`src/rtl/mem_seq_pkg.sv`:
```
// Shared types and control-field encodings for the memory micro-step sequencer.
package mem_seq_pkg;

    typedef enum logic [3:0] {
        ST_FETCH,
        ST_DECODE,
        ST_OPLO,
        ST_OPHI,
        ST_LINK,
        ST_JUMP,
        ST_RETJ,
        ST_PUSHW,
        ST_PUSHD,
        ST_POPI,
        ST_POPR,
        ST_HALT
    } state_e;

    localparam logic [2:0] OP_NOP  = 3'b000;
    localparam logic [2:0] OP_JMP  = 3'b001;
    localparam logic [2:0] OP_CALL = 3'b010;
    localparam logic [2:0] OP_RET  = 3'b011;
    localparam logic [2:0] OP_PUSH = 3'b100;
    localparam logic [2:0] OP_POP  = 3'b101;
    localparam logic [2:0] OP_HLT  = 3'b110;
    localparam logic [2:0] OP_ILL  = 3'b111;

    localparam logic [2:0] ADDR_TX   = 3'd0;
    localparam logic [2:0] ADDR_SP   = 3'd3;
    localparam logic [2:0] ADDR_LR   = 3'd4;
    localparam logic [2:0] ADDR_PC   = 3'd5;
    localparam logic [2:0] ADDR_IDLE = 3'd7;

    localparam logic [3:0] OUT_MEM  = 4'h3;
    localparam logic [3:0] OUT_TXH  = 4'h5;
    localparam logic [3:0] OUT_TXL  = 4'hB;
    localparam logic [3:0] OUT_IDLE = 4'h7;

    localparam logic [3:0] LOAD_MEM  = 4'h3;
    localparam logic [3:0] LOAD_IR   = 4'h4;
    localparam logic [3:0] LOAD_TXH  = 4'h5;
    localparam logic [3:0] LOAD_TXL  = 4'hB;
    localparam logic [3:0] LOAD_IDLE = 4'h7;

    function automatic logic [3:0] gpr_code(input logic [2:0] r);
        return {1'b1, r};
    endfunction

endpackage

```
`src/rtl/mem_seq_ctrl_decode.sv`:
```
// Combinational state -> control-field decode for the memory block; no storage.
module mem_seq_decode
    import mem_seq_pkg::*;
(
    input  logic [3:0] state_i,
    input  logic [2:0] r_i,
    output logic [2:0] addrout_o,
    output logic [2:0] addrload_o,
    output logic [3:0] outctl_o,
    output logic [3:0] loadctl_o,
    output logic       spinc_o,
    output logic       spdec_o
);

    always_comb begin
        addrout_o  = ADDR_IDLE;
        addrload_o = ADDR_IDLE;
        outctl_o   = OUT_IDLE;
        loadctl_o  = LOAD_IDLE;
        spinc_o    = 1'b1;
        spdec_o    = 1'b1;
        case (state_e'(state_i))
            ST_FETCH: begin
                addrout_o = ADDR_PC; outctl_o = OUT_MEM; loadctl_o = LOAD_IR;
            end
            ST_OPLO: begin
                addrout_o = ADDR_PC; outctl_o = OUT_MEM; loadctl_o = LOAD_TXL;
            end
            ST_OPHI: begin
                addrout_o = ADDR_PC; outctl_o = OUT_MEM; loadctl_o = LOAD_TXH;
            end
            // PC also increments here, so LR captures the address after the operand bytes
            ST_LINK: begin
                addrout_o = ADDR_PC; addrload_o = ADDR_LR;
            end
            ST_JUMP: begin
                addrout_o = ADDR_TX; addrload_o = ADDR_PC;
            end
            ST_RETJ: begin
                addrout_o = ADDR_LR; addrload_o = ADDR_PC;
            end
            ST_PUSHW: begin
                addrout_o = ADDR_SP; outctl_o = gpr_code(r_i); loadctl_o = LOAD_MEM;
            end
            ST_PUSHD: spdec_o = 1'b0;
            ST_POPI:  spinc_o = 1'b0;
            ST_POPR: begin
                addrout_o = ADDR_SP; outctl_o = OUT_MEM; loadctl_o = gpr_code(r_i);
            end
            default: ;
        endcase
    end

endmodule

```
`src/rtl/mem_seq_ctrl.sv`:
```
// Moore micro-step sequencer: fetches opcodes into IR and steps them through
// 1-cycle micro-states driving the memory block's encoded control fields.
module mem_seq_ctrl
    import mem_seq_pkg::*;
#(
    parameter int CNT_W = 16
) (
    input  logic             clk_i,
    input  logic             rstn_i,
    input  logic [7:0]       iout_i,
    input  logic             stall_i,
    input  logic             run_i,
    output logic [2:0]       addroutctl_o,
    output logic [2:0]       addrloadctl_o,
    output logic [3:0]       outctl_o,
    output logic [3:0]       loadctl_o,
    output logic             spinc_o,
    output logic             spdec_o,
    output logic             halted_o,
    output logic             illegal_o,
    output logic [CNT_W-1:0] instr_count_o
);

    state_e           state_q, state_d;
    logic [2:0]       r_q, r_d;
    logic             call_q, call_d;
    logic             ill_q, ill_d;
    logic [CNT_W-1:0] cnt_q;
    logic             bump;
    logic [2:0]       cls;
    logic             unused_iout;

    assign cls         = iout_i[7:5];
    assign unused_iout = ^iout_i[4:3];

    always_comb begin
        state_d = state_q;
        r_d     = r_q;
        call_d  = call_q;
        ill_d   = ill_q;
        if (!stall_i) begin
            case (state_q)
                ST_FETCH:  state_d = ST_DECODE;
                ST_DECODE: begin
                    r_d    = iout_i[2:0];
                    call_d = (cls == OP_CALL);
                    if (cls == OP_ILL) ill_d = 1'b1;
                    case (cls)
                        OP_JMP, OP_CALL: state_d = ST_OPLO;
                        OP_RET:          state_d = ST_RETJ;
                        // only r = 4..7 names a GPR; anything else retires as a NOP
                        OP_PUSH:         state_d = iout_i[2] ? ST_PUSHW : ST_FETCH;
                        OP_POP:          state_d = iout_i[2] ? ST_POPI : ST_FETCH;
                        OP_HLT:          state_d = ST_HALT;
                        default:         state_d = ST_FETCH;
                    endcase
                end
                ST_OPLO:  state_d = ST_OPHI;
                ST_OPHI:  state_d = call_q ? ST_LINK : ST_JUMP;
                ST_LINK:  state_d = ST_JUMP;
                ST_JUMP:  state_d = ST_FETCH;
                ST_RETJ:  state_d = ST_FETCH;
                ST_PUSHW: state_d = ST_PUSHD;
                ST_PUSHD: state_d = ST_FETCH;
                ST_POPI:  state_d = ST_POPR;
                ST_POPR:  state_d = ST_FETCH;
                ST_HALT:  if (run_i) state_d = ST_FETCH;
                default:  state_d = ST_FETCH;
            endcase
        end
    end

    // Retire on the final micro-step of each instruction; HALT -> FETCH is not a retirement
    assign bump = ((state_d == ST_FETCH) &&
                   (state_q inside {ST_DECODE, ST_JUMP, ST_RETJ, ST_PUSHD, ST_POPR})) ||
                  ((state_d == ST_HALT) && (state_q != ST_HALT));

    always_ff @(posedge clk_i) begin
        if (!rstn_i) begin
            state_q <= ST_FETCH;
            r_q     <= 3'd0;
            call_q  <= 1'b0;
            ill_q   <= 1'b0;
            cnt_q   <= '0;
        end else begin
            state_q <= state_d;
            r_q     <= r_d;
            call_q  <= call_d;
            ill_q   <= ill_d;
            cnt_q   <= cnt_q + {{(CNT_W-1){1'b0}}, bump};
        end
    end

    logic [2:0] dec_aout, dec_aload;
    logic [3:0] dec_out, dec_load;
    logic       dec_inc, dec_dec;

    mem_seq_decode u_decode (
        .state_i    (state_q),
        .r_i        (r_q),
        .addrout_o  (dec_aout),
        .addrload_o (dec_aload),
        .outctl_o   (dec_out),
        .loadctl_o  (dec_load),
        .spinc_o    (dec_inc),
        .spdec_o    (dec_dec)
    );

    // Stall and reset both hold the memory block still: no PC or SP side effects
    logic idle;
    assign idle = stall_i | ~rstn_i;

    assign addroutctl_o  = idle ? ADDR_IDLE : dec_aout;
    assign addrloadctl_o = idle ? ADDR_IDLE : dec_aload;
    assign outctl_o      = idle ? OUT_IDLE  : dec_out;
    assign loadctl_o     = idle ? LOAD_IDLE : dec_load;
    assign spinc_o       = idle | dec_inc;
    assign spdec_o       = idle | dec_dec;
    assign halted_o      = (state_q == ST_HALT);
    assign illegal_o     = ill_q;
    assign instr_count_o = cnt_q;

endmodule
```
`config.mk`:
```
export PLATFORM = sky130hd
export DESIGN_NAME = mem_seq_ctrl
export DESIGN_NICKNAME = d
export VERILOG_FILES = /design/src/rtl/mem_seq_pkg.sv /design/src/rtl/mem_seq_ctrl_decode.sv /design/src/rtl/mem_seq_ctrl.sv
export SDC_FILE = /design/constraint.sdc
export NUM_CORES = 1
export LEC_CHECK = 0
export ABC_AREA = 0
export BUFFER_PORTS_ARGS = -buffer_cell sky130_fd_sc_hd__buf_2
export CORE_ASPECT_RATIO = 0.75
export CORE_MARGIN = 2
export CORE_UTILIZATION = 40
export CTS_CLUSTER_SIZE = 20
export DETAILED_ROUTE_END_ITERATION = 6
export PLACE_DENSITY_LB_ADDON = 0.2
export SYNTH_ARGS = -nofsm -noshare
export SYNTH_HDL_FRONTEND = slang
export SYNTH_SLANG_ARGS = --single-unit
```
`constraint.sdc`:
```
create_clock -name clk_i -period 5 [get_ports clk_i]
set_input_delay 1 -clock clk_i [delete_from_list [all_inputs] [get_ports clk_i]]
set_output_delay 1 -clock clk_i [all_outputs]
set_load 0.01 [all_outputs]
```
==> qor.txt <==
Clock Sinks: 25
Required @ worst endpoint: 5190 ps
Cts hold-fix bufs: 0
Clk network pwr share: 30.9%
Hold_ws: 469 ps
Std-Cell Rows: 19
Sw frac: 25.4%
DR vias/cell: 5.10
Async set-reset flop share out of synthesis: 0%
Setup tns final: 0 ps
IO Port Bufs: 42
Final worst setup slack: 965 ps
Pwr Density: 217 nW/um^2
Critical R2R Launch: state_q[0]$_SDFF_PN0_
Dpl hpwl: 2.31 mm
R2R depth: 12
Initial antenna violation count: 0
Warnings, synthesis: 0
Die Ht: 56.5 um
Mapped Area: 1470 um^2
Core Util, Final: 48.3%
VDD IR max: 0.000180 V
RSZ-0062 raised after global routing: no
H-tree depth: 1
Synth area leaders: dfxtp_1, nor2_1, xor2_1
Commonest non-fill, non-tap cell in the layout: buf_2
Vias in the first global route: 1120
Top-area cell type share of the netlist area: 34.0%
Leak pwr: 0.000695 uW
Layout cells sized above 1: 22.1%
GRT Overall Usage: 15.5%
Final worst clock skew: 2.15 ps
Routed Antenna Nets: 0
Switch Pwr: 95.9 uW
Die area: 4180 um^2
Pre-CTS setup slack: 915 ps
Setup Fix Bufs, Post-CTS: 0
Most frequent cells in the layout: buf_2, nor2_1, dfxtp_1, nand2_1, o21ai_0
Hold WC Path Type: reg -> reg
Crit path max fanout: 20
Area grow syn2layout: 17.9%
Int Pwr: 281 uW
Yosys cell types: 45
Syn avg cell area: 7.79 um^2
Cts bufs inserted: 3
Post-synth top area cell: dfxtp_1
Worst slew margin: 49.5%
Ant. Diodes: 0
Min Tclk post-route: 4040 ps
Logic pwr share: 13.1%
CP endpoint: instr_count_o[13]$_SDFF_PN0_
Clock slew at reported path FFs: 80 ps
R2r setup slk: 960 ps
Worst skew pair latency: 260 ps
Worst-Margin Slew: 756 ps
Crit share post-route: 80.7%
Final Setup Violations: 0
Max Slew Vio Count: 0
Root buffer cell: clkbuf_8
DRT iter0 DRCs: 90
Syn Inst Count: 189
EDFF count, synth: 0
TritonCTS clock tree: yes
Filler cell count: 391
Synthesis-stage register bit count: 25
Starting Density: 41.0%
Gpl congestion: 0.809
Largest net degree at the start of global routing: 24
Residual DRC count: 0
Cell Count, Final, Fillers Out: 274
Die span in x: 74.0 um
Main synth FF type: dfxtp_1
Fmax: 248 MHz
Top Ports: 46
WP data arrival: 4230 ps
Worst Setup End Kind: flop
Max cap viols: 0
Clock buffer depth: 2
RR Endpoint: instr_count_o[13]$_SDFF_PN0_
Critical Path Source Type: flop
Core area: 3590 um^2
Final hold violation count: 0
Initial DRT Pass Iterations: 4
Sequential share of the synthesized area: 34.0%
Crit. Startpoint: state_q[0]$_SDFF_PN0_
Syn nets: 203
Sequential share of power: 56.0%
Final #Nets: 237
Vias: 1397
Wire per inst: 11.4 um
CTS resizes: 0
Total grt overflow: 0
Dpl cells: 270
Routed wire length: 3.13 mm
CP Class: reg -> reg
Status: finished clean
First-pass GRT wire length: 5.11 mm
## worst min path at each step
stage               depth (start not counted)                   start                     end
global placement                            2  illegal_o$_SDFFE_PN0P_  illegal_o$_SDFFE_PN0P_
finish                                      2  illegal_o$_SDFFE_PN0P_  illegal_o$_SDFFE_PN0P_
detailed placement                          2  illegal_o$_SDFFE_PN0P_  illegal_o$_SDFFE_PN0P_
global route                                2  illegal_o$_SDFFE_PN0P_  illegal_o$_SDFFE_PN0P_
CTS                                         2  illegal_o$_SDFFE_PN0P_  illegal_o$_SDFFE_PN0P_
floorplan                                   2     call_q$_SDFFE_PN0P_     call_q$_SDFFE_PN0P_
## through the flow
stage | instance area [um^2] | total power [uW]
3_3_place_gp | 1690 | 265
6_report | 1730 | 377
5_1_grt | 1730 | 398
4_1_cts | 1730 | 381
2_1_floorplan | 1470 | 252
3_5_place_dp | 1690 | 266
## cell type report
cell class,count,area [um^2],area share (%)
repair buffers,42,210,12.1
inverters,5,18.8,1.08
multi-input cells,146,895,51.6
flip-flops and latches,25,500,28.9
well taps,52,65.1,3.75
clock buffers,4,45.0,2.60
## registers in the layout, summed over array words and instances (netlist names)
name           count
instr_count_o     16
call_q             1
state_q            4
r_q                3
illegal_o          1
## synthesized netlist by cell type, types with 2 or more instances
master	instances
or3_1	4
nand4_1	4
dfxtp_1	25
a22o_1	2
nor3_1	4
mux2i_1	4
and3_1	3
o21ai_0	10
and2_1	6
o22ai_1	2
xor2_1	7
nand2b_1	7
nor2_1	28
buf_1	2
nor2b_1	5
buf_4	2
ha_1	2
xnor2_1	5
a21oi_1	6
nand2_1	14
or4_1	2
a211o_1	2
nand3_1	9
inv_1	5
clkbuf_1	8
nor4bb_1	2
## routing by layer
layer / global-route usage [%] / wire length [um]
met5: 0 / 0
met2: 20.5 / 1270
met1: 24.5 / 1660
met3: 4.49 / 178
met4: 3.12 / 16
## power groups by stage
stage	combinational [uW]	clock (uW)	sequential, uW
after floorplan	41.9	0	210
final	49.5	116	211
after global routing	55.7	130	212
after CTS	49.9	120	211
after global placement	49.5	0	216
after detailed placement	49.8	0	216
## cells by family after synthesis
| family | after synthesis | synth area share [%] |
|---|---|---|
| AO/OA/AOI/OAI | 34 | 15.7 |
| XOR/XNOR | 12 | 7.14 |
| adder cells (fa/ha/maj) | 2 | 1.70 |
| buffers and inverters | 18 | 5.19 |
| flip-flops | 25 | 34.0 |
| multiplexers | 4 | 2.72 |
| other | 1 | 0.255 |
| AND/OR/NAND/NOR | 93 | 33.2 |
## worst max-delay path: stages, from the launching register on
cell	delay (ps)
dfxtp_1	710
nor2b_1	210
or3_1	400
a21oi_2	200
a22oi_2	90
or4_1	540
a21oi_1	200
ha_1	220
and3_1	160
nand3_1	150
or4_1	600
or3_1	340
a21oi_1	140
No activity file was read; power rests on OpenSTA's default activity.
